File: config.mk
export PLATFORM = sky130hd
export DESIGN_NAME = datapath_ctrl_flat
export DESIGN_NICKNAME = d
export VERILOG_FILES = /design/src/rtl/datapath_ctrl_pkg.sv /design/src/rtl/datapath_ctrl_if.sv /design/src/rtl/datapath_ctrl_decode.sv /design/src/rtl/datapath_ctrl.sv /design/src/flat_wrapper.sv
export SDC_FILE = /design/constraint.sdc
export NUM_CORES = 1
export LEC_CHECK = 0
export CAP_MARGIN = 20
export CORE_MARGIN = 1
export CORE_UTILIZATION = 27
export DETAILED_ROUTE_END_ITERATION = 7
export MAX_ROUTING_LAYER = met4
export PLACE_DENSITY_LB_ADDON = 0.15
export SLEW_MARGIN = 30
export SYNTH_ARGS = -nofsm -noshare
export SYNTH_HDL_FRONTEND = slang
export SYNTH_SLANG_ARGS = --single-unit
export TNS_END_PERCENT = 10
File: constraint.sdc
create_clock -name clk -period 1.5 [get_ports clk]
set_input_delay 0.225 -clock clk [delete_from_list [all_inputs] [get_ports clk]]
set_output_delay 0.225 -clock clk [all_outputs]
set_load 0.03 [all_outputs]
File: src/rtl/datapath_ctrl_pkg.sv
// rtl/datapath_ctrl_pkg.sv - shared encodings for the datapath controller
// Purpose: opcode/op codes, writeback selects, instruction field positions,
//          FSM state encoding and the instruction classifier.
// Ports:   none (package).
package datapath_ctrl_pkg;

  localparam int INSTR_W = 16;

  localparam logic [2:0] OPC_MOV = 3'b110;
  localparam logic [2:0] OPC_ALU = 3'b101;

  localparam logic [1:0] OP_MOV_REG = 2'b00;
  localparam logic [1:0] OP_MOV_IMM = 2'b10;
  localparam logic [1:0] OP_ADD     = 2'b00;
  localparam logic [1:0] OP_CMP     = 2'b01;
  localparam logic [1:0] OP_AND     = 2'b10;
  localparam logic [1:0] OP_MVN     = 2'b11;

  localparam logic [1:0] VSEL_C   = 2'b00;
  localparam logic [1:0] VSEL_IMM = 2'b10;

  // Instruction field bit positions
  localparam int OPC_MSB = 15;
  localparam int OPC_LSB = 13;
  localparam int OP_MSB  = 12;
  localparam int OP_LSB  = 11;
  localparam int RN_LSB  = 8;
  localparam int RD_LSB  = 5;
  localparam int SH_MSB  = 4;
  localparam int SH_LSB  = 3;
  localparam int RM_LSB  = 0;
  localparam int IMM_LSB = 0;

  typedef enum logic [2:0] {
    S_IDLE, S_DECODE, S_LOAD_A, S_LOAD_B, S_EXEC, S_WRITE_C, S_WRITE_IMM, S_DONE
  } state_e;

  // Path class of an instruction; selects the FSM route out of DECODE.
  typedef enum logic [2:0] {
    CLS_ILLEGAL, CLS_MOV_IMM, CLS_MOV_REG, CLS_ALU, CLS_CMP, CLS_MVN
  } instr_cls_e;

  function automatic instr_cls_e classify(input logic [INSTR_W-1:0] w);
    logic [2:0] opc;
    logic [1:0] op;
    instr_cls_e c;
    opc = w[OPC_MSB:OPC_LSB];
    op  = w[OP_MSB:OP_LSB];
    c   = CLS_ILLEGAL;
    if (opc == OPC_MOV && op == OP_MOV_IMM)      c = CLS_MOV_IMM;
    else if (opc == OPC_MOV && op == OP_MOV_REG) c = CLS_MOV_REG;
    else if (opc == OPC_ALU) begin
      case (op)
        OP_ADD, OP_AND: c = CLS_ALU;
        OP_CMP:         c = CLS_CMP;
        OP_MVN:         c = CLS_MVN;
        default:        c = CLS_ILLEGAL;
      endcase
    end
    return c;
  endfunction

endpackage

File: src/rtl/datapath_ctrl_if.sv
// rtl/datapath_ctrl_if.sv - instruction handshake and datapath control bundle
// Purpose: groups the instruction input handshake and all register-file /
//          datapath control outputs of the controller.
// Ports:   master = instruction source / datapath side (drives in_valid, instr)
//          slave  = controller (drives in_ready and all controls)
interface datapath_ctrl_if #(
  parameter int DATA_W     = 16,
  parameter int REG_ADDR_W = 3
);
  logic                                 in_valid;
  logic                                 in_ready;
  logic [datapath_ctrl_pkg::INSTR_W-1:0] instr;
  logic [REG_ADDR_W-1:0]                readnum;
  logic [REG_ADDR_W-1:0]                writenum;
  logic                                 write;
  logic                                 loada;
  logic                                 loadb;
  logic                                 loadc;
  logic                                 loads;
  logic                                 asel;
  logic                                 bsel;
  logic [1:0]                           vsel;
  logic [1:0]                           shift;
  logic [1:0]                           alu_op;
  logic [DATA_W-1:0]                    sximm8;
  logic                                 done;
  logic                                 err;

  modport master (
    output in_valid, instr,
    input  in_ready, readnum, writenum, write, loada, loadb, loadc, loads,
           asel, bsel, vsel, shift, alu_op, sximm8, done, err
  );

  modport slave (
    input  in_valid, instr,
    output in_ready, readnum, writenum, write, loada, loadb, loadc, loads,
           asel, bsel, vsel, shift, alu_op, sximm8, done, err
  );
endinterface

File: src/rtl/datapath_ctrl_decode.sv
// rtl/datapath_ctrl_decode.sv - field extraction and classification of ir
// Purpose: purely combinational split of the latched instruction into its
//          register/shift/op fields, sign-extended imm8 and path class.
// Ports:   ir (in)                      latched instruction
//          rn, rd, rm (out)             register indices
//          op, sh (out)                 ALU op and shifter op fields
//          sximm8 (out)                 imm8 sign-extended to DATA_W
//          cls (out)                    path class, CLS_ILLEGAL if unsupported
module datapath_ctrl_decode
  import datapath_ctrl_pkg::*;
#(
  parameter int DATA_W     = 16,
  parameter int IMM_W      = 8,
  parameter int REG_ADDR_W = 3
) (
  input  logic [INSTR_W-1:0]    ir,
  output logic [REG_ADDR_W-1:0] rn,
  output logic [REG_ADDR_W-1:0] rd,
  output logic [REG_ADDR_W-1:0] rm,
  output logic [1:0]            op,
  output logic [1:0]            sh,
  output logic [DATA_W-1:0]     sximm8,
  output instr_cls_e            cls
);

  assign rn     = ir[RN_LSB +: REG_ADDR_W];
  assign rd     = ir[RD_LSB +: REG_ADDR_W];
  assign rm     = ir[RM_LSB +: REG_ADDR_W];
  assign op     = ir[OP_MSB:OP_LSB];
  assign sh     = ir[SH_MSB:SH_LSB];
  assign sximm8 = {{(DATA_W-IMM_W){ir[IMM_LSB+IMM_W-1]}}, ir[IMM_LSB +: IMM_W]};
  assign cls    = classify(ir);

endmodule

File: src/rtl/datapath_ctrl.sv
// rtl/datapath_ctrl.sv - multi-cycle controller for the register file/datapath
// Purpose: accepts one instruction per handshake, latches it and sequences the
//          register-file, pipeline-register, ALU/shifter and writeback
//          controls, ending each instruction with a one-cycle done pulse.
// Ports:   clk, rst_n (async active-low); dp (slave modport): in_valid/in_ready/
//          instr handshake, readnum, writenum, write, loada..loads, asel, bsel,
//          vsel, shift, alu_op, sximm8, done, err.
// Option:  DATAPATH_CTRL_FASTMOV_EN - MOV-immediate skips DECODE (done one
//          cycle earlier).
module datapath_ctrl
  import datapath_ctrl_pkg::*;
#(
  parameter int DATA_W     = 16,
  parameter int IMM_W      = 8,
  parameter int REG_ADDR_W = 3
) (
  input  logic             clk,
  input  logic             rst_n,
  datapath_ctrl_if.slave   dp
);

  state_e                state, state_nxt;
  logic [INSTR_W-1:0]    ir;
  logic [REG_ADDR_W-1:0] rn, rd, rm;
  logic [1:0]            op, sh;
  logic [DATA_W-1:0]     sximm8;
  instr_cls_e            cls;
  logic                  accept;

  datapath_ctrl_decode #(
    .DATA_W(DATA_W), .IMM_W(IMM_W), .REG_ADDR_W(REG_ADDR_W)
  ) u_decode (
    .ir(ir), .rn(rn), .rd(rd), .rm(rm), .op(op), .sh(sh),
    .sximm8(sximm8), .cls(cls)
  );

  // Gated with rst_n so in_ready is low for the whole reset, not just after it.
  assign dp.in_ready = (state == S_IDLE) & rst_n;
  assign accept      = dp.in_valid & dp.in_ready;
  assign dp.sximm8   = sximm8;

  always_ff @(posedge clk or negedge rst_n) begin
    if (!rst_n) begin
      state <= S_IDLE;
      ir    <= '0;
    end else begin
      state <= state_nxt;
      if (accept) ir <= dp.instr;
    end
  end

  always_comb begin
    state_nxt = state;
    case (state)
      S_IDLE: begin
        if (accept) begin
`ifdef DATAPATH_CTRL_FASTMOV_EN
          // ir is not loaded yet, so classify the incoming word directly.
          state_nxt = (classify(dp.instr) == CLS_MOV_IMM) ? S_WRITE_IMM : S_DECODE;
`else
          state_nxt = S_DECODE;
`endif
        end
      end
      S_DECODE: begin
        case (cls)
          CLS_MOV_IMM:          state_nxt = S_WRITE_IMM;
          CLS_MOV_REG, CLS_MVN: state_nxt = S_LOAD_B;
          CLS_ALU, CLS_CMP:     state_nxt = S_LOAD_A;
          default:              state_nxt = S_DONE;
        endcase
      end
      S_LOAD_A:    state_nxt = S_LOAD_B;
      S_LOAD_B:    state_nxt = S_EXEC;
      S_EXEC:      state_nxt = (cls == CLS_CMP) ? S_DONE : S_WRITE_C;
      S_WRITE_C:   state_nxt = S_DONE;
      S_WRITE_IMM: state_nxt = S_DONE;
      S_DONE:      state_nxt = S_IDLE;
      default:     state_nxt = S_IDLE;
    endcase
  end

  always_comb begin
    dp.readnum  = '0;
    dp.writenum = '0;
    dp.write    = 1'b0;
    dp.loada    = 1'b0;
    dp.loadb    = 1'b0;
    dp.loadc    = 1'b0;
    dp.loads    = 1'b0;
    dp.asel     = 1'b0;
    dp.bsel     = 1'b0;
    dp.vsel     = VSEL_C;
    dp.shift    = 2'b00;
    dp.alu_op   = 2'b00;
    dp.done     = 1'b0;
    dp.err      = 1'b0;
    case (state)
      S_LOAD_A: begin
        dp.readnum = rn;
        dp.loada   = 1'b1;
      end
      S_LOAD_B: begin
        dp.readnum = rm;
        dp.loadb   = 1'b1;
      end
      S_EXEC: begin
        dp.shift  = sh;
        // MOV reg passes B through: A forced to 0 and the ALU told to add.
        dp.alu_op = (cls == CLS_MOV_REG) ? 2'b00 : op;
        dp.asel   = (cls == CLS_MOV_REG);
        dp.loadc  = (cls != CLS_CMP);
        dp.loads  = (cls == CLS_CMP);
      end
      S_WRITE_C: begin
        dp.writenum = rd;
        dp.vsel     = VSEL_C;
        dp.write    = 1'b1;
      end
      S_WRITE_IMM: begin
        dp.writenum = rn;
        dp.vsel     = VSEL_IMM;
        dp.write    = 1'b1;
      end
      S_DONE: begin
        dp.done = 1'b1;
        dp.err  = (cls == CLS_ILLEGAL);
      end
      default: ;
    endcase
  end

endmodule
File: src/flat_wrapper.sv
// flat-port wrapper written by rule: the top's interface ports become plain ports
module datapath_ctrl_flat import datapath_ctrl_pkg::*;
#(
  parameter int DATA_W     = 16,
  parameter int IMM_W      = 8,
  parameter int REG_ADDR_W = 3
)
  (clk, rst_n, dp_in_valid, dp_instr, dp_in_ready, dp_readnum, dp_writenum, dp_write, dp_loada, dp_loadb, dp_loadc, dp_loads, dp_asel, dp_bsel, dp_vsel, dp_shift, dp_alu_op, dp_sximm8, dp_done, dp_err);
  datapath_ctrl_if #(.DATA_W(DATA_W), .REG_ADDR_W(REG_ADDR_W)) dp_i ();
  input  logic clk;
  input  logic rst_n;
  input wire logic [$bits(dp_i.in_valid)-1:0] dp_in_valid;
  input wire logic [$bits(dp_i.instr)-1:0] dp_instr;
  output wire logic [$bits(dp_i.in_ready)-1:0] dp_in_ready;
  output wire logic [$bits(dp_i.readnum)-1:0] dp_readnum;
  output wire logic [$bits(dp_i.writenum)-1:0] dp_writenum;
  output wire logic [$bits(dp_i.write)-1:0] dp_write;
  output wire logic [$bits(dp_i.loada)-1:0] dp_loada;
  output wire logic [$bits(dp_i.loadb)-1:0] dp_loadb;
  output wire logic [$bits(dp_i.loadc)-1:0] dp_loadc;
  output wire logic [$bits(dp_i.loads)-1:0] dp_loads;
  output wire logic [$bits(dp_i.asel)-1:0] dp_asel;
  output wire logic [$bits(dp_i.bsel)-1:0] dp_bsel;
  output wire logic [$bits(dp_i.vsel)-1:0] dp_vsel;
  output wire logic [$bits(dp_i.shift)-1:0] dp_shift;
  output wire logic [$bits(dp_i.alu_op)-1:0] dp_alu_op;
  output wire logic [$bits(dp_i.sximm8)-1:0] dp_sximm8;
  output wire logic [$bits(dp_i.done)-1:0] dp_done;
  output wire logic [$bits(dp_i.err)-1:0] dp_err;
  assign dp_i.in_valid = dp_in_valid;
  assign dp_i.instr = dp_instr;
  assign dp_in_ready = dp_i.in_ready;
  assign dp_readnum = dp_i.readnum;
  assign dp_writenum = dp_i.writenum;
  assign dp_write = dp_i.write;
  assign dp_loada = dp_i.loada;
  assign dp_loadb = dp_i.loadb;
  assign dp_loadc = dp_i.loadc;
  assign dp_loads = dp_i.loads;
  assign dp_asel = dp_i.asel;
  assign dp_bsel = dp_i.bsel;
  assign dp_vsel = dp_i.vsel;
  assign dp_shift = dp_i.shift;
  assign dp_alu_op = dp_i.alu_op;
  assign dp_sximm8 = dp_i.sximm8;
  assign dp_done = dp_i.done;
  assign dp_err = dp_i.err;
  datapath_ctrl #(.DATA_W(DATA_W), .IMM_W(IMM_W), .REG_ADDR_W(REG_ADDR_W)) u_core (.clk(clk), .rst_n(rst_n), .dp(dp_i));
endmodule
==> results.tsv <==
metric	value	unit
status	finished, violations left	
violations	negative setup slack	
worstSetupEndpointType	primary output	
holdBufCountCts	0	
max_freq	590	MHz
report.final.slew_viol_count	0	
syn_inst	115	
die_h	69.5	µm
die_area	4820	µm²
slowest_delay	430	ps
hpwl	2240	µm
cap_violations	0	
leakagePower	0.917	nW
finalPower	4.43	mW
gr-usage-met3	3.92	%
setup_tns	-3040	ps
htreeDepth	1	
drtIter0Drc	13	
gp_congestion	0.713	
grt.total_usage	13.2	%
wirelength	2980	µm
r2r_cells	5	
cts.sinks	19	
pwr-share-seq	22.8	%
grt_use_met1	16.7	%
antenna_left	0	
met2_usage	21.5	%
pin_count	57	
switchingPower	2.04	mW
fp.dieW	69.5	µm
r2r_slack	-150	ps
worst_ep_arrival_time	1470	ps
power_switching_share	45.9	%
worst-path-buf-inv	1	
crit_family	simple AND/OR/NAND/NOR gates	
hold_path.class	in2async	
syn_area	1230	µm²
fillers	436	
layout-drive-gt1-share	45.9	%
async_reset_ff_share	100	%
wl_per_cell	13.3	µm
antenna_found_initial	0	
clk_latency	260	ps
cts.path.max_buffers	2	
crit_chain	or3b_4 > nor4b_4 > buf_6	
synth_area_leaders	dfrtp_1, buf_4, mux2_4, mux2_2, nor2b_1	
cts_buffers	3	
yosysMostFrequentCell	dfrtp_1	
criticalPathCategory	reg2out	
grt_max_degree	21	
synth-edff-count	0	
r2r_end	u_core.ir[10]	
viasPerCell	4.51	
synth_area_leader_cell	dfrtp_1	
pre_cts_ws	-280	ps
grt_overflow	0	
synth_area_per_cell	10.7	µm²
drc_errors	0	
p_int	2.40	mW
synth-warning-count	0	
synth_top_area_share	38.7	%
rows	24	
combPwrFrac	68.8	%
num_antenna_cells	0	
grt_pass1_wl	4930	µm
setup_violations	33	
cp_slowest_cell	or3b_4	
final.min_clock_period	1690	ps
tritoncts	done	
start_util	28.2	%
grt_pass1_vias	1012	
synth_cell_types	32	
num_vias	1011	
clkPwrFrac	8.4	%
skew	2.43	ps
r2r_start	u_core.state[1]	
crit_required	1270	ps
start_kind	flip-flop	
io_buffers	54	
power.density	2280	nW/µm²
ys_seq_elements	19	
cts.clk_slew.worst_paths	80	ps
final_nets	192	
grt-busiest-layer	met2	
cts_root_buf	clkbuf_8	
rsz0062_at_grt	yes	
area_growth	58.4	%
core	4350	µm²
finalCritPeriodShare	113	%
max-vdd-ir-drop	0.930	mV
first_pass_iters	4	
yosysSeqAreaShare	38.7	%
synthFlopType	dfrtp_1	
cp_max_fo	3	
synthTopCellsByCount	dfrtp_1, buf_4, nor2b_1, mux2_4, nor2_1	
setup_ws	-194	ps
hold_viol_final	0	
layout make-up:
class	count	area (µm²)	area share [%]
Clock buffer	3	41.3	2.12
Clock inverter	1	7.51	0.386
Inverter	1	3.75	0.193
Multi-Input combinational cell	72	654	33.6
Sequential cell	19	477	24.5
Tap cell	52	65.1	3.34
Timing Repair Buffer	76	697	35.8
metrics by stage:
| step | util, % | cell area [µm²] | hold slack, ps | cells |
|---|---|---|---|---|
| 3_5_place_dp | 40.5 | 1760 | 504 | 215 |
| 6_report | 44.7 | 1950 | 377 | 224 |
| 2_1_floorplan | - | 1260 | -70.6 | 116 |
| 5_1_grt | 44.7 | 1950 | 393 | 224 |
| 3_3_place_gp | 40.5 | 1760 | 489 | 215 |
| 4_1_cts | 43.8 | 1910 | 396 | 223 |
logic make-up (layout without fill, tap and decap cells):
family | after synthesis | in the layout | share of synthesized area, %
other | 1 | 2 | 0.305
DFF | 19 | 19 | 38.7
buffers and inverters | 25 | 81 | 16.0
AOI/OAI and AO/OA | 15 | 15 | 7.94
muxes | 15 | 15 | 16.5
and+or+nand+nor | 40 | 40 | 20.6
power groups by stage:
stage / sequential, mW / clock (mW) / combinational, mW
2_1_floorplan: 0.984 / 0 / 2.07
3_3_place_gp: 1.02 / 0 / 2.83
3_5_place_dp: 1.03 / 0 / 2.84
4_1_cts: 1.01 / 0.384 / 2.97
5_1_grt: 1.06 / 0.412 / 3.27
6_report: 1.01 / 0.372 / 3.05
cells in the final DEF (no fill, tap or decap), types with 6 or more instances in the layout:
cell type,instances
nor2_1,6
buf_4,28
dlygate4sd2_1,16
buf_6,13
dfrtp_1,18
clkdlybuf4s50_1,18
nor2b_1,6
mux2_4,14
layer usage:
metal | share of wire [%] | wire (µm)
met2 | 48 | 1430
met5 | 0 | 0
met3 | 5.2 | 156
met4 | 0.44 | 13
met1 | 46 | 1370
what timing repair did:
item	4_1_cts	5_1_grt
pin swaps	3	0
setup buffers	4	1
gates resized for setup	39	10
setup endpoints to repair	46	35
sequential cells by signal (all words and copies together) (netlist names):
name / count
u_core.state: 3
u_core.ir: 16
worst max-delay path by stage:
stage / startpoint / to / cells past startpoint
CTS: u_core.ir[13] / dp_asel / 3
global placement: rst_n / u_core.ir[10] / 5
detailed placement: rst_n / u_core.ir[15] / 5
floorplan: u_core.state[2] / u_core.ir[0] / 6
global route: u_core.ir[13] / dp_asel / 3
finish: u_core.ir[13] / dp_asel / 3
Power figures use the tool's default switching activity.
